===== src/rtl/sram_pkg.sv =====
// Shared sizing and state encoding for the SRAM access controller.
package sram_pkg;

    localparam int DATA_W = 16;
    localparam int ADDR_W = 5;
    localparam int NWORDS = 32;

    typedef enum logic [1:0] {
        ST_IDLE   = 2'd0,
        ST_DECODE = 2'd1,
        ST_ACCESS = 2'd2,
        ST_RESP   = 2'd3
    } state_e;

endpackage


===== src/rtl/onehot_decoder.sv =====
// Binary address to one-hot wordline decode, gated by an enable.
module onehot_decoder #(
    parameter int ADDR_W = 5,
    parameter int NWORDS = 32
) (
    input  logic              en,
    input  logic [ADDR_W-1:0] addr,
    output logic [NWORDS-1:0] onehot
);

    always_comb begin
        onehot = '0;
        for (int i = 0; i < NWORDS; i++) begin
            onehot[i] = en && (addr == ADDR_W'(i));
        end
    end

endmodule


===== src/rtl/sram_access_ctrl.sv =====
// Request/response sequencer for a dual-wordline SRAM array: decode, one-cycle
// access strobe, then a held response until the consumer takes it.
module sram_access_ctrl #(
    parameter int DATA_W = sram_pkg::DATA_W,
    parameter int ADDR_W = sram_pkg::ADDR_W,
    parameter int NWORDS = sram_pkg::NWORDS
) (
    input  logic              srclkpos,
    input  logic              rst,
    input  logic              req_valid,
    output logic              req_ready,
    input  logic              req_we,
    input  logic [ADDR_W-1:0] addrA,
    input  logic [ADDR_W-1:0] addrB,
    input  logic [DATA_W-1:0] wdata,
    output logic [NWORDS-1:0] wordA,
    output logic [NWORDS-1:0] wordB,
    output logic              ReadEn,
    output logic              WriteEn,
    output logic [DATA_W-1:0] sram_din,
    input  logic [DATA_W-1:0] outA,
    input  logic [DATA_W-1:0] outB,
    output logic              rsp_valid,
    input  logic              rsp_ready,
    output logic [DATA_W-1:0] rdataA,
    output logic [DATA_W-1:0] rdataB,
    output logic              rsp_err
);
    import sram_pkg::*;

    localparam logic [ADDR_W-1:0] ADDR_BAD = ADDR_W'(NWORDS - 1);

    state_e              state_q, state_d;
    logic                req_ready_q, req_ready_d;
    logic                we_q, we_d;
    logic                err_q, err_d;
    logic [ADDR_W-1:0]   addr_a_q, addr_a_d, addr_b_q, addr_b_d;
    logic [NWORDS-1:0]   word_a_q, word_a_d, word_b_q, word_b_d;
    logic                read_en_q, read_en_d, write_en_q, write_en_d;
    logic [DATA_W-1:0]   sram_din_q, sram_din_d;
    logic                rsp_valid_q, rsp_valid_d, rsp_err_q, rsp_err_d;
    logic [DATA_W-1:0]   rdata_a_q, rdata_a_d, rdata_b_q, rdata_b_d;

    // The top word is unbacked; address 0 is a hardwired-zero row.
    logic              bad_req;
    logic [NWORDS-1:0] dec_a, dec_b;

    assign bad_req = (addrA == ADDR_BAD) || (addrB == ADDR_BAD);

    onehot_decoder #(.ADDR_W(ADDR_W), .NWORDS(NWORDS)) u_dec_a (
        .en     (!bad_req && (addrA != '0)),
        .addr   (addrA),
        .onehot (dec_a)
    );

    onehot_decoder #(.ADDR_W(ADDR_W), .NWORDS(NWORDS)) u_dec_b (
        .en     (!bad_req && (addrB != '0)),
        .addr   (addrB),
        .onehot (dec_b)
    );

    always_comb begin
        state_d     = state_q;
        req_ready_d = req_ready_q;
        we_d        = we_q;
        err_d       = err_q;
        addr_a_d    = addr_a_q;
        addr_b_d    = addr_b_q;
        word_a_d    = word_a_q;
        word_b_d    = word_b_q;
        read_en_d   = 1'b0;
        write_en_d  = 1'b0;
        sram_din_d  = sram_din_q;
        rsp_valid_d = rsp_valid_q;
        rsp_err_d   = rsp_err_q;
        rdata_a_d   = rdata_a_q;
        rdata_b_d   = rdata_b_q;

        case (state_q)
            ST_IDLE: begin
                req_ready_d = 1'b1;
                if (req_valid && req_ready_q) begin
                    req_ready_d = 1'b0;
                    we_d        = req_we;
                    err_d       = bad_req;
                    addr_a_d    = addrA;
                    addr_b_d    = addrB;
                    word_a_d    = dec_a;
                    word_b_d    = dec_b;
                    sram_din_d  = req_we ? wdata : '0;
                    state_d     = ST_DECODE;
                end
            end
            ST_DECODE: begin
                if (err_q) begin
                    word_a_d    = '0;
                    word_b_d    = '0;
                    sram_din_d  = '0;
                    rsp_valid_d = 1'b1;
                    rsp_err_d   = 1'b1;
                    rdata_a_d   = '0;
                    rdata_b_d   = '0;
                    state_d     = ST_RESP;
                end else begin
                    read_en_d  = !we_q;
                    write_en_d = we_q;
                    state_d    = ST_ACCESS;
                end
            end
            ST_ACCESS: begin
                word_a_d    = '0;
                word_b_d    = '0;
                sram_din_d  = '0;
                rsp_valid_d = 1'b1;
                rsp_err_d   = 1'b0;
                rdata_a_d   = (!we_q && addr_a_q != '0) ? outA : '0;
                rdata_b_d   = (!we_q && addr_b_q != '0) ? outB : '0;
                state_d     = ST_RESP;
            end
            ST_RESP: begin
                if (rsp_ready) begin
                    rsp_valid_d = 1'b0;
                    rsp_err_d   = 1'b0;
                    rdata_a_d   = '0;
                    rdata_b_d   = '0;
                    req_ready_d = 1'b1;
                    state_d     = ST_IDLE;
                end
            end
            default: state_d = ST_IDLE;
        endcase
    end

    always_ff @(posedge srclkpos or posedge rst) begin
        if (rst) begin
            state_q     <= ST_IDLE;
            req_ready_q <= 1'b0;
            we_q        <= 1'b0;
            err_q       <= 1'b0;
            addr_a_q    <= '0;
            addr_b_q    <= '0;
            word_a_q    <= '0;
            word_b_q    <= '0;
            read_en_q   <= 1'b0;
            write_en_q  <= 1'b0;
            sram_din_q  <= '0;
            rsp_valid_q <= 1'b0;
            rsp_err_q   <= 1'b0;
            rdata_a_q   <= '0;
            rdata_b_q   <= '0;
        end else begin
            state_q     <= state_d;
            req_ready_q <= req_ready_d;
            we_q        <= we_d;
            err_q       <= err_d;
            addr_a_q    <= addr_a_d;
            addr_b_q    <= addr_b_d;
            word_a_q    <= word_a_d;
            word_b_q    <= word_b_d;
            read_en_q   <= read_en_d;
            write_en_q  <= write_en_d;
            sram_din_q  <= sram_din_d;
            rsp_valid_q <= rsp_valid_d;
            rsp_err_q   <= rsp_err_d;
            rdata_a_q   <= rdata_a_d;
            rdata_b_q   <= rdata_b_d;
        end
    end

    assign req_ready = req_ready_q;
    assign wordA     = word_a_q;
    assign wordB     = word_b_q;
    assign ReadEn    = read_en_q;
    assign WriteEn   = write_en_q;
    assign sram_din  = sram_din_q;
    assign rsp_valid = rsp_valid_q;
    assign rsp_err   = rsp_err_q;
    assign rdataA    = rdata_a_q;
    assign rdataB    = rdata_b_q;

endmodule

===== config.mk =====
export PLATFORM = sky130hd
export DESIGN_NAME = sram_access_ctrl
export DESIGN_NICKNAME = d
export VERILOG_FILES = /design/src/rtl/sram_pkg.sv /design/src/rtl/onehot_decoder.sv /design/src/rtl/sram_access_ctrl.sv
export SDC_FILE = /design/constraint.sdc
export NUM_CORES = 1
export LEC_CHECK = 0
export CORE_MARGIN = 1
export CORE_UTILIZATION = 25
export CTS_CLUSTER_DIAMETER = 80
export CTS_CLUSTER_SIZE = 30
export DETAILED_ROUTE_END_ITERATION = 12
export SYNTH_ARGS = -nofsm -noshare
export SYNTH_HDL_FRONTEND = slang
export SYNTH_SLANG_ARGS = --single-unit

===== constraint.sdc =====
create_clock -name srclkpos -period 8.7 [get_ports srclkpos]
set_input_delay 1.74 -clock srclkpos [delete_from_list [all_inputs] [get_ports srclkpos]]
set_output_delay 1.74 -clock srclkpos [all_outputs]
set_load 0.005 [all_outputs]

[Word-level counts from Yosys, hierarchy flattened]
Index checks and enable logic that the tools add are counted.
Storage, ports and cells
  flip-flop bits (word level): 131
  bits in latches: 0
  memory bits (writable): 0
  memory bits (read-only): 0
  input bits: 63
  output and inout bits: 117
  memories: 0
Operators by class
  $add $sub $neg: 0
  multiply operators: 0
  div/mod/pow operators: 0
  $lt $le $gt $ge: 0
  equal/unequal tests: 68
  shift operators: 0
  muxes and demuxes: 29
  bitwise operators: 0
  reduce and logical (&&, ||, !) cells: 87
Operators with widths (number)
  $pmux 32 s3: 2
  $eq 5x5->1 const B: 32
  $pmux 16 s3: 3
  $mux 16: 6
  $mux 32: 3
  $eq 5x4->1 const B: 16
  $logic_and 1x1->1: 69
  $eq 5x3->1 const B: 8
  $eq 5x2->1 const B: 4
  $reduce_bool 5->1: 4
  $eq 5x1->1 const B: 2
  $logic_not 5->1: 2
  $mux 1: 9
  $pmux 2 s4: 1
  $ne 2x2->1 const B: 3
  $pmux 1 s3: 2
  $reduce_and 2->1: 3
  $reduce_and 3->1: 2
  $reduce_bool 3->1: 2
  $eq 2x2->1 const B: 2
  $mux 2: 2
  $eq 2x1->1 const B: 1
  $logic_not 1->1: 2
  $logic_not 2->1: 1
  3 further kinds: 3

[Depth between registers and ports, before layout]
  word-level depth: 7
  depth in mapped cells: 8
  depth with buffers taken out: 5

[Modules after synthesis]
From an unflattened synthesis, not the netlist that was laid out.
Unflattened totals
  cell total of the unflattened synthesis: 593
  area, all modules: 6520.0 µm²
Modules (own cells, without submodules)
  sram_access_ctrl: times used 1, cells an instance 499, area each 6059.6 µm², seq. area each 3278.1 µm²
  onehot_decoder: times used 2, cells an instance 47, area each 230.2 µm², seq. area each 0.0 µm²

[Worst setup path after synthesis]
OpenSTA, ideal clock, no wires.
  kind: input port to flip-flop
  start: input port addrA[2]
  end: register word_b_q[12], in the netlist wordB[12]
  setup time: 0.067 ns
  arrival time: 2.781 ns
  data required time: 8.633 ns
  path slack: 5.852 ns
  stages: 5
  cell sequence: buf_2 > and3_1 > buf_2 > a2111oi_2 > a22o_1
Between the ends
  word-level cells in the longest chain between the ends: 7
RTL lines
  from (decl): line sram_access_ctrl.sv:13  | input logic [ADDR_W-1:0] addrA,
  $eq 5x5->1: line sram_access_ctrl.sv:48  | assign bad_req = (addrA == ADDR_BAD) || (addrB == ADDR_BAD);
  $logic_or 1x1->1: line sram_access_ctrl.sv:48
  $logic_not 1->1: line sram_access_ctrl.sv:57  | .en (!bad_req && (addrB != '0)),
  $logic_and 1x1->1: line sram_access_ctrl.sv:57
  $logic_and 1x1->1: line onehot_decoder.sv:14  | onehot[i] = en && (addr == ADDR_W'(i));
  $mux 32: line sram_access_ctrl.sv:82  | if (req_valid && req_ready_q) begin
  $pmux 32 s3: line sram_access_ctrl.sv:79  | case (state_q)
  to (signal assigned): line sram_access_ctrl.sv:159  | word_b_q <= word_b_d;
  to (decl): line sram_access_ctrl.sv:38  | logic [NWORDS-1:0] word_a_q, word_a_d, word_b_q, word_b_d;
Every way passes these cells. The select of a mux whose other input is x is not followed.
A chain may end at the register's enable or synchronous reset.

[Worst setup path after layout]
  start: input port req_valid
  end: register word_a_q[21], in the netlist wordA[21]
Between the ends
  word-level cells in the longest chain between the ends: 3
RTL lines
  from (decl): line sram_access_ctrl.sv:10  | input logic req_valid,
  $logic_and 1x1->1: line sram_access_ctrl.sv:82
  $ne 2x2->1 (no line)
  $reduce_and 3->1 (no line)
  to (signal assigned): line sram_access_ctrl.sv:158  | word_a_q <= word_a_d;
  to (decl): line sram_access_ctrl.sv:38
Every way passes these cells.

==> impl_metrics.tcl <==
set metrics [dict create \
    powerDensity_mw_per_mm2 314 \
    post_cts_buffers 0 \
    setup_violations 0 \
    pwr-share-seq_pct 32.9 \
    path_max_fanout 80 \
    num_antenna_cells 0 \
    crit_type "primary input to register" \
    syn_area_sq_mm 0.00594 \
    grt_max_degree 92 \
    maxSlewHeadroom_pct 25.8 \
    postRouteAntennaNets 0 \
    overflow 0 \
    drc 0 \
    die_width_um 156 \
    antenna_found_initial 0 \
    crit_chain "clkdlybuf4s50_1 > a21boi_4 > buf_4 > or3_2 > buf_4 > a22o_1" \
    die_y_um 156 \
    initialDrtViolationCount 294 \
    clock-sinks 131 \
    p_switching_mw 1.00 \
    grt_use_total_pct 14.2 \
    utilization_pct 36.3 \
    crit_arrival_ps 3940 \
    synth_area_per_cell_sq_um 12.1 \
    cts-buffers-inserted 17 \
    insertion_delay_ps 420 \
    grt_pass1_wl_um 26700 \
    fin_tns_setup_ps 0 \
    synth_warnings 0 \
    wl_um 16800 \
    cap_violations 0 \
    status "finished clean" \
    async_flop_share_pct 100 \
    via_count 4589 \
    gp_congestion 0.694 \
    peakVddDrop_mv 0.150 \
    finalClockSkew_ps 13.0 \
    timing.hold.ws_ps 483 \
    synthCells 491 \
    clk_path_buf_depth 2 \
    io_pins 180 \
    seq_area_frac_synth_pct 55.2 \
    synth_top_area_cell "dfrtp_1" \
    post-route-period-util_pct 41.1 \
    grt_setup_unrepaired "no" \
    hold_buffers 0 \
    synth_edf_count 0 \
    p_int_mw 1.67 \
    post_cts_resized 0 \
    pwr-share-clk_pct 26.8 \
    switching_share_pct 37.5 \
    clock-root-buffer "clkbuf_16" \
    cpMostUsedCell "buf_4" \
    rows 56 \
    crit_required_ps 9060 \
    cts_tree "done" \
    crit_path_top_delay_cell "buf_4" \
    grt_pass1_vias 4647 \
    h-tree-depth 4 \
    synth_top_area_share_pct 55.2 \
    netlist_top_cells_area "dfrtp_1, a22o_1, o31ai_1" \
    die-area_sq_mm 0.0244 \
    hold_violations 0 \
    start_util_pct 25.4 \
    drtPass1Iterations 6 \
    comb_power_share_pct 40.3 \
    drive_gt1_share_pct 13.6 \
    syn_to_final_growth_pct 43.3 \
    synthFlopType "dfrtp_1" \
    max_freq_ghz 0.279 \
    power_mw 2.67 \
    crit_family "buffers and inverters" \
    p_leak_nw 3.71 \
    core_region_area_sq_mm 0.0234 \
    port_buffers 179 \
    ys_seq_elements 131 \
    yosysUniqueCellTypes 45 \
    end_kind "register" \
    nFillCells 2338 \
    viasPerCell 4.67 \
    drv_slew 0 \
    synth_fp_nets 559 \
    hold_class "register to register" \
    max_stage_delay_ps 600 \
    clkTransAtPathRegs_ps 60 \
    period_minus_slack_ps 3580 \
    final_nets 718 \
    crit_path_start_kind "primary input" \
    crit_buf_inv 3 \
    multiInputGateArea_sq_mm 0.00226 \
    worst_pin_slew_ps 1110 \
    final-seq-area_sq_mm 0.00328 \
    wire_per_inst_um 17.1 \
    dp_hpwl_um 11000 \
]
-- synthesized netlist by cell type (all sizes together), types with 5 or more instances --
master,instances
a22o,60
a211oi,12
inv,36
mux2,12
nor4,16
nand2b,8
and2,6
clkbuf,18
o21ai,22
nand2,20
buf,28
dfrtp,131
o31ai,82
nor2b,5
ha,5
-- registers in the layout (all words and copies together) (netlist names) --
| name | cells |
|---|---|
| rdataA | 16 |
| err_q | 1 |
| addr_b_q | 5 |
| wordA | 32 |
| we_q | 1 |
| WriteEn | 1 |
| state_q | 2 |
| wordB | 32 |
| rdataB | 16 |
| rsp_err | 1 |
| sram_din | 16 |
| ReadEn | 1 |
| addr_a_q | 5 |
| rsp_valid | 1 |
| req_ready | 1 |
-- power groups by stage --
stage	registers [mW]	logic (mW)	clock network (mW)
6_report	0.879	1.08	0.717
5_1_grt	0.901	1.18	0.768
4_1_cts	0.880	1.09	0.738
3_5_place_dp	0.890	1.09	0
3_3_place_gp	0.886	1.08	0
2_1_floorplan	0.884	0.678	0
-- cell families after synthesis --
| kind of cell | synth area share [%] |
|---|---|
| buffers and inverters | 7.02 |
| AOI/OAI and AO/OA | 25.9 |
| DFF | 55.2 |
| muxes | 2.28 |
| adders and majority gates | 1.05 |
| and+or+nand+nor | 8.54 |
-- layout make-up --
cell class / count / share of cell area, %
Sequential cell: 131 / 38.6
Timing Repair Buffer: 186 / 21.7
Clock inverter: 14 / 1.80
Inverter: 36 / 1.65
Clock buffer: 18 / 5.05
Tap cell: 319 / 4.69
Multi-Input combinational cell: 278 / 26.6
-- layer usage --
metal / track usage, % / up-vias / routed length (um)
met2: 21.8 / 129 / 7730
met3: 3.47 / 14 / 932
met4: 4.62 / 0 / 206
met5: 0 / - / 0
li1: - / 2164 / -
met1: 19.5 / 2282 / 7940
-- layout by cell type (no fill, tap or decap), types with 4 or more instances in the layout --
cell type,n
a211oi_1,12
a22o_1,60
and2_1,6
buf_4,7
clkbuf_16,17
clkdlybuf4s50_1,179
dfrtp_1,131
ha_1,4
inv_1,35
inv_6,5
mux2_2,11
nand2_1,20
nand2b_1,8
nor4_1,7
nor4_2,9
o21ai_0,4
o21ai_1,16
o31ai_1,62
o31ai_2,20
-- stage by stage --
step	cell area (sq um)	setup WS (ps)	std cells
floorplan	5940	3460	491
global placement	7920	4720	950
detailed placement	7920	4700	950
CTS	8500	5140	982
global route	8500	4950	982
finish	8500	5120	982
-- path summary, 6_finish.rpt --
kind                                 start   endpoint  slack (ps)  cells after the start
max in group asynchronous              rst  wordB[16]        5730                      3
min in group asynchronous              rst  rdataB[5]        1880                      2
worst max-delay path             req_valid  wordA[21]        5120                      6
worst min-delay path                  we_q     ReadEn         480                      1
worst max register to register  state_q[0]  wordA[21]        5740                      8
worst min register to register        we_q     ReadEn         480                      1
Note: power is estimated with default switching activity, not from simulation.
